**src/rtl/gw2a_pll_pkg.sv**
```systemverilog
// Shared definitions for the GW2A rPLL run-time controller and the PLL wrapper:
// state encoding, default divider codes (27 MHz in, 120 MHz out), counter sizing.
package gw2a_pll_pkg;

    localparam int STATE_W = 3;
    typedef logic [STATE_W-1:0] state_t;

    localparam state_t ST_ASSERT = 3'd0;
    localparam state_t ST_WAIT   = 3'd1;
    localparam state_t ST_SETTLE = 3'd2;
    localparam state_t ST_LOCKED = 3'd3;
    localparam state_t ST_FAULT  = 3'd4;

    localparam int CODE_W = 6;

    // Raw rPLL pin encodings, passed straight to IDSEL/FBDSEL/ODSEL.
    localparam logic [CODE_W-1:0] IDSEL_DEFAULT  = 6'h37;
    localparam logic [CODE_W-1:0] FBDSEL_DEFAULT = 6'h18;
    localparam logic [CODE_W-1:0] ODSEL_DEFAULT  = 6'h3C;

    // One spare bit above the limit so a saturated counter can hold the limit itself.
    function automatic int cnt_width(input int limit);
        return $clog2(limit) + 1;
    endfunction

endpackage

```
**src/rtl/sync_ff.sv**
```systemverilog
// Two-stage synchroniser for asynchronous level signals into the clock domain.
module sync_ff #(
    parameter int WIDTH = 1
) (
    input  logic             clock,
    input  logic             reset_n,
    input  logic [WIDTH-1:0] d,
    output logic [WIDTH-1:0] q
);

    logic [WIDTH-1:0] meta_reg;
    logic [WIDTH-1:0] sync_reg;

    always_ff @(posedge clock or negedge reset_n) begin
        if (!reset_n) begin
            meta_reg <= '0;
            sync_reg <= '0;
        end else begin
            meta_reg <= d;
            sync_reg <= meta_reg;
        end
    end

    assign q = sync_reg;

endmodule

```
**src/rtl/gw2a_rpll_ctrl.sv**
```systemverilog
// GW2A rPLL dynamic-divider controller: sequences PLL reset, qualifies lock,
// retries on timeout, relocks after lock loss and applies new divider codes on request.
module gw2a_rpll_ctrl
    import gw2a_pll_pkg::*;
#(
    parameter logic [5:0] IDSEL_INIT    = IDSEL_DEFAULT,
    parameter logic [5:0] FBDSEL_INIT   = FBDSEL_DEFAULT,
    parameter logic [5:0] ODSEL_INIT    = ODSEL_DEFAULT,
    parameter int         RESET_CYCLES  = 16,
    parameter int         SETTLE_CYCLES = 64,
    parameter int         LOCK_TIMEOUT  = 4096,
    parameter int         RETRIES       = 3
) (
    input  logic       clock,
    input  logic       reset_n,
    input  logic       req_valid,
    output logic       req_ready,
    input  logic [5:0] req_idsel,
    input  logic [5:0] req_fbdsel,
    input  logic [5:0] req_odsel,
    input  logic       pll_lock,
    output logic       pll_reset,
    output logic [5:0] pll_idsel,
    output logic [5:0] pll_fbdsel,
    output logic [5:0] pll_odsel,
    output logic       locked,
    output logic       busy,
    output logic       fault
);

    localparam int RST_W = cnt_width(RESET_CYCLES);
    localparam int SET_W = cnt_width(SETTLE_CYCLES);
    localparam int TO_W  = cnt_width(LOCK_TIMEOUT);
    localparam int ATT_W = cnt_width(RETRIES);

    localparam logic [RST_W-1:0] RST_LIM = RST_W'(RESET_CYCLES);
    localparam logic [SET_W-1:0] SET_LIM = SET_W'(SETTLE_CYCLES);
    localparam logic [TO_W-1:0]  TO_LIM  = TO_W'(LOCK_TIMEOUT);
    localparam logic [ATT_W-1:0] ATT_LIM = ATT_W'(RETRIES);

    state_t state_reg, state_next;

    logic [RST_W-1:0] rst_cnt_reg, rst_cnt_next, rst_inc;
    logic [SET_W-1:0] set_cnt_reg, set_cnt_next, set_inc;
    logic [TO_W-1:0]  to_cnt_reg,  to_cnt_next,  to_inc;
    logic [ATT_W-1:0] att_cnt_reg, att_cnt_next, att_inc;

    logic [5:0] idsel_reg, fbdsel_reg, odsel_reg;

    logic lock_s;
    logic accept;
    logic attempt_fail;
    logic load_codes;

    sync_ff #(
        .WIDTH (1)
    ) u_lock_sync (
        .clock   (clock),
        .reset_n (reset_n),
        .d       (pll_lock),
        .q       (lock_s)
    );

    assign accept = req_valid && req_ready;

    // Saturating increments: counters stick at their limit instead of wrapping.
    assign rst_inc = (rst_cnt_reg == RST_LIM) ? rst_cnt_reg : rst_cnt_reg + RST_W'(1);
    assign set_inc = (set_cnt_reg == SET_LIM) ? set_cnt_reg : set_cnt_reg + SET_W'(1);
    assign to_inc  = (to_cnt_reg  == TO_LIM)  ? to_cnt_reg  : to_cnt_reg  + TO_W'(1);
    assign att_inc = (att_cnt_reg == ATT_LIM) ? att_cnt_reg : att_cnt_reg + ATT_W'(1);

    always_ff @(posedge clock or negedge reset_n) begin
        if (!reset_n) begin
            state_reg   <= ST_ASSERT;
            rst_cnt_reg <= '0;
            set_cnt_reg <= '0;
            to_cnt_reg  <= '0;
            att_cnt_reg <= '0;
        end else begin
            state_reg   <= state_next;
            rst_cnt_reg <= rst_cnt_next;
            set_cnt_reg <= set_cnt_next;
            to_cnt_reg  <= to_cnt_next;
            att_cnt_reg <= att_cnt_next;
        end
    end

    always_comb begin
        state_next   = state_reg;
        rst_cnt_next = rst_cnt_reg;
        set_cnt_next = set_cnt_reg;
        to_cnt_next  = to_cnt_reg;
        att_cnt_next = att_cnt_reg;
        attempt_fail = 1'b0;
        load_codes   = 1'b0;

        case (state_reg)
            ST_ASSERT: begin
                rst_cnt_next = rst_inc;
                if (rst_inc == RST_LIM) begin
                    state_next   = ST_WAIT;
                    rst_cnt_next = '0;
                    to_cnt_next  = '0;
                    set_cnt_next = '0;
                end
            end
            ST_WAIT: begin
                to_cnt_next = to_inc;
                if (lock_s) begin
                    set_cnt_next = SET_W'(1);
                    state_next   = (SET_W'(1) == SET_LIM) ? ST_LOCKED : ST_SETTLE;
                end else if (to_inc == TO_LIM) begin
                    attempt_fail = 1'b1;
                end
            end
            ST_SETTLE: begin
                to_cnt_next = to_inc;
                if (lock_s) begin
                    set_cnt_next = set_inc;
                    // A lock that qualifies on the final allowed cycle still counts.
                    if (set_inc == SET_LIM) begin
                        state_next = ST_LOCKED;
                    end else if (to_inc == TO_LIM) begin
                        attempt_fail = 1'b1;
                    end
                end else begin
                    set_cnt_next = '0;
                    if (to_inc == TO_LIM) begin
                        attempt_fail = 1'b1;
                    end else begin
                        state_next = ST_WAIT;
                    end
                end
            end
            ST_LOCKED: begin
                if (!lock_s) begin
                    state_next   = ST_ASSERT;
                    rst_cnt_next = '0;
                    att_cnt_next = '0;
                end
            end
            ST_FAULT: begin
                state_next = ST_FAULT;
            end
            default: begin
                state_next   = ST_ASSERT;
                rst_cnt_next = '0;
            end
        endcase

        if (attempt_fail) begin
            att_cnt_next = att_inc;
            rst_cnt_next = '0;
            state_next   = (att_inc < ATT_LIM) ? ST_ASSERT : ST_FAULT;
        end

        // A request overrides a coincident lock loss so ASSERT is entered only once.
        if (accept) begin
            state_next   = ST_ASSERT;
            rst_cnt_next = '0;
            att_cnt_next = '0;
            load_codes   = 1'b1;
        end
    end

    always_comb begin
        pll_reset = 1'b0;
        locked    = 1'b0;
        busy      = 1'b0;
        fault     = 1'b0;
        req_ready = 1'b0;
        case (state_reg)
            ST_ASSERT: begin
                pll_reset = 1'b1;
                busy      = 1'b1;
            end
            ST_WAIT, ST_SETTLE: begin
                busy = 1'b1;
            end
            ST_LOCKED: begin
                locked    = 1'b1;
                req_ready = 1'b1;
            end
            ST_FAULT: begin
                fault     = 1'b1;
                req_ready = 1'b1;
            end
            default: begin
                pll_reset = 1'b1;
                busy      = 1'b1;
            end
        endcase
    end

    // Codes change only on an accepted request; retries reuse them unchanged.
    always_ff @(posedge clock or negedge reset_n) begin
        if (!reset_n) begin
            idsel_reg  <= IDSEL_INIT;
            fbdsel_reg <= FBDSEL_INIT;
            odsel_reg  <= ODSEL_INIT;
        end else if (load_codes) begin
            idsel_reg  <= req_idsel;
            fbdsel_reg <= req_fbdsel;
            odsel_reg  <= req_odsel;
        end
    end

    assign pll_idsel  = idsel_reg;
    assign pll_fbdsel = fbdsel_reg;
    assign pll_odsel  = odsel_reg;

endmodule

```
**config.mk**
```make
export PLATFORM = sky130hd
export DESIGN_NAME = gw2a_rpll_ctrl
export DESIGN_NICKNAME = d
export VERILOG_FILES = /design/src/rtl/gw2a_pll_pkg.sv /design/src/rtl/sync_ff.sv /design/src/rtl/gw2a_rpll_ctrl.sv
export SDC_FILE = /design/constraint.sdc
export NUM_CORES = 1
export LEC_CHECK = 0
export ABC_CLOCK_PERIOD_IN_PS = 3500
export BUFFER_PORTS_ARGS = -buffer_cell sky130_fd_sc_hd__buf_2
export CAP_MARGIN = 5
export CORE_MARGIN = 2
export CORE_UTILIZATION = 57
export CTS_CLUSTER_SIZE = 12
export DETAILED_ROUTE_END_ITERATION = 8
export PLACE_DENSITY_LB_ADDON = 0.3
export REMOVE_ABC_BUFFERS = 1
export SLEW_MARGIN = 20
export SYNTH_ARGS = -nofsm -noshare
export SYNTH_HDL_FRONTEND = slang
export SYNTH_SLANG_ARGS = --single-unit
```
**constraint.sdc**
```tcl
create_clock -name clock -period 3.5 [get_ports clock]
set_input_delay 0.35 -clock clock [delete_from_list [all_inputs] [get_ports clock]]
set_output_delay 0.35 -clock clock [all_outputs]
set_load 0.01 [all_outputs]
```
==> results.cfg <==
[timing]
slew_headroom = 0.3816
finalSetupViolCount = 0
period_minus_slack_ps = 2953
rsz0062_at_grt = false
min_period_over_period = 0.8438
hold_viol = 0
drv_slew = 0
finClkSkew_ps = 7.456
final.setup.tns_ps = 0
holdWs_ps = 140.9
max_freq_mhz = 338.6
worst_slew_pin_slew_ps = 927.5

[logic_synthesis]
synthSimpleGateAreaFrac = 0.1938
yosys.area_share.adder = 0.02995
synthCells = 307
synth_top_family_by_area = simple AND/OR/NAND/NOR gates
synth_ff_type = dfrtp_1
syn_area_um2 = 2924
ys_types = 56
synth_edf_count = 0
synth_xor_area_frac = 0.01797
synth_compound_area_frac = 0.1844
async_flop_share = 1.000
ys_seq_area_frac = 0.4412
synth_mux_area_frac = 0.08986
synth-seq-cells = 51
yosysWarnings = 0
syn_avg_cell_area_um2 = 9.525

[global_routing]
grtUsageTotal = 0.2361
grt_overflow = 0
grt_max_degree = 45
grt_pass1_wl_mm = 10.41
antenna_found_initial = 0
grt_pass1_vias = 2282

[setup_path]
path_delay_family = simple AND/OR/NAND/NOR gates
critPathArrivalTime_ps = 3160
crit_cells = 9
required_ps = 3710
critPathLaunch = to_cnt_reg[0]
r2r-start = to_cnt_reg[0]
critical_path_class = reg2reg
cp_num_buf_inv = 1
cp_max_fo = 9
end_kind = register
r2r-end = rst_cnt_reg[0]
endpoint = rst_cnt_reg[0]
ff2ff_path_depth = 9
start_kind = register
slowest_delay_ps = 510
rrSetupSlack_ps = 550
path_cells = inv_1 > ha_1 > or4b_1 > or4_4 > mux2_4 > a2111oi_4 > o21a_4 > nor2_1 > a211o_1
slowest_stage = or4_4

[hold_path]
hp-start = pll_lock
min_path_cells = 1
min_path_type = in2reg

[place]
dpl-instance-area_um2 = 3182
dp_hpwl_mm = 4.434
io_buffers = 44
place_inst = 407
gp_congestion = 0.8702

[cells_and_area]
final_area_um2 = 3273
nets = 373
area_delta_synth_final_pct = 11.94
largest_reg_flops = 13
fin_cells = 415
drive_gt1_frac = 0.2667
diodes = 0

[power]
fin_total_pwr_w = 0.002281
power_frac_seq = 0.425
combPwrFrac = 0.423
ir_drop_mv = 0.5150
p_per_area_nw_per_um2 = 697.0
leakage_nw = 1.462
p_sw_w = 0.0009152
internal_power_w = 0.001366
swShare = 0.4012
power_frac_clock = 0.153

[floorplanning]
die_h_um = 75.63
row_count = 26
core_area_um2 = 5042
dieArea_um2 = 5719
start_util = 0.5799
die_w_um = 75.63
io_pins = 45

[routing]
drc = 0
routed-via-count = 2440
routed_wl_mm = 6.062
wl_per_cell_um = 14.61
drt-vias-per-instance = 5.880
ant_nets = 0
dr.pass1.iters = 4
drt_iter0_drc = 196

[clock_tree]
clockRootBuffer = clkbuf_8
cts_sinks = 51
htreeDepth = 2
post_cts_resized = 0
cts_setup_buffers = 0
numCtsBuffers = 5
clk_latency_ps = 310
ctsHoldBuffers = 0
cts_buffer_depth = 2
cts_tree = built
path_clk_slew_ps = 100

[status]
outcome = finished clean

[flow_run]
drv_cap = 0
-- layout make-up --
cell class              instances  area [um2]
multi-input cells             225        1509
flip-flops and latches         51        1290
fillers                       418        1769
well taps                      70       87.58
repair buffers                 47       242.7
clock inverters                 3       22.52
inverters                      14       52.55
clock buffers                   5       68.82
-- how the worst min path moves through the flow --
stage	endpoint	slack, ps
after floorplan	att_cnt_reg[0]	50
after global placement	u_lock_sync.q	330
after detailed placement	u_lock_sync.q	340
after CTS	u_lock_sync.meta_reg	130
after global routing	u_lock_sync.meta_reg	130
final	u_lock_sync.meta_reg	140
-- cell families after synthesis --
group / count (synthesis)
and+or+nand+nor: 110
adders and majority gates: 7
muxes: 23
AOI/OAI and AO/OA: 79
xor gates and xnor gates: 6
buffers and inverters: 31
DFF: 51
-- power by group through the flow --
stage | sequential (W) | clock [W] | combinational, W
after global placement | 0.000959 | 0 | 0.000939
after detailed placement | 0.000978 | 0 | 0.000966
after global routing | 0.000997 | 0.000377 | 0.00109
after CTS | 0.000969 | 0.000358 | 0.000969
after floorplan | 0.00100 | 0 | 0.000617
final | 0.000969 | 0.000348 | 0.000964
-- cell usage after synthesis, types with 7 or more instances --
library cell | count | area share
clkbuf_1 | 15 | 0.019
dfrtp_1 | 40 | 0.34
dfstp_2 | 11 | 0.099
ha_1 | 7 | 0.030
inv_1 | 14 | 0.018
mux2_2 | 18 | 0.069
nand2_1 | 25 | 0.032
nand2b_1 | 7 | 0.015
nand3_1 | 14 | 0.024
nor2_1 | 25 | 0.032
o21ai_0 | 36 | 0.062
-- per-stage QoR --
stage / util / setup WS [ps]
global route: 0.6491 / 366.0
detailed placement: 0.6310 / 568.4
global placement: 0.6310 / 630.1
CTS: 0.6491 / 562.2
finish: 0.6491 / 546.7
floorplan: - / 729.4
-- routing by layer --
metal | vias up | part of all wire | track usage
li1 | 1186 | - | -
met1 | 1198 | 0.45 | 0.3133
met5 | - | 0 | 0
met4 | 0 | 0.0099 | 0.05263
met2 | 51 | 0.50 | 0.4068
met3 | 5 | 0.039 | 0.04233
-- layout by cell type (no fill, tap or decap), drive strengths merged, types with 4 or more instances in the layout --
cell type	n
o21ai	37
o31ai	4
mux2	20
buf	47
nand3	14
a21oi	4
o211ai	4
dfrtp	40
nor3	5
and3	6
nand2	25
inv	15
nand4	4
dfstp	11
nor2	25
nor2b	6
nand2b	7
ha	7
xnor2	4
clkbuf	5
No activity file was read; power rests on OpenSTA's default activity.
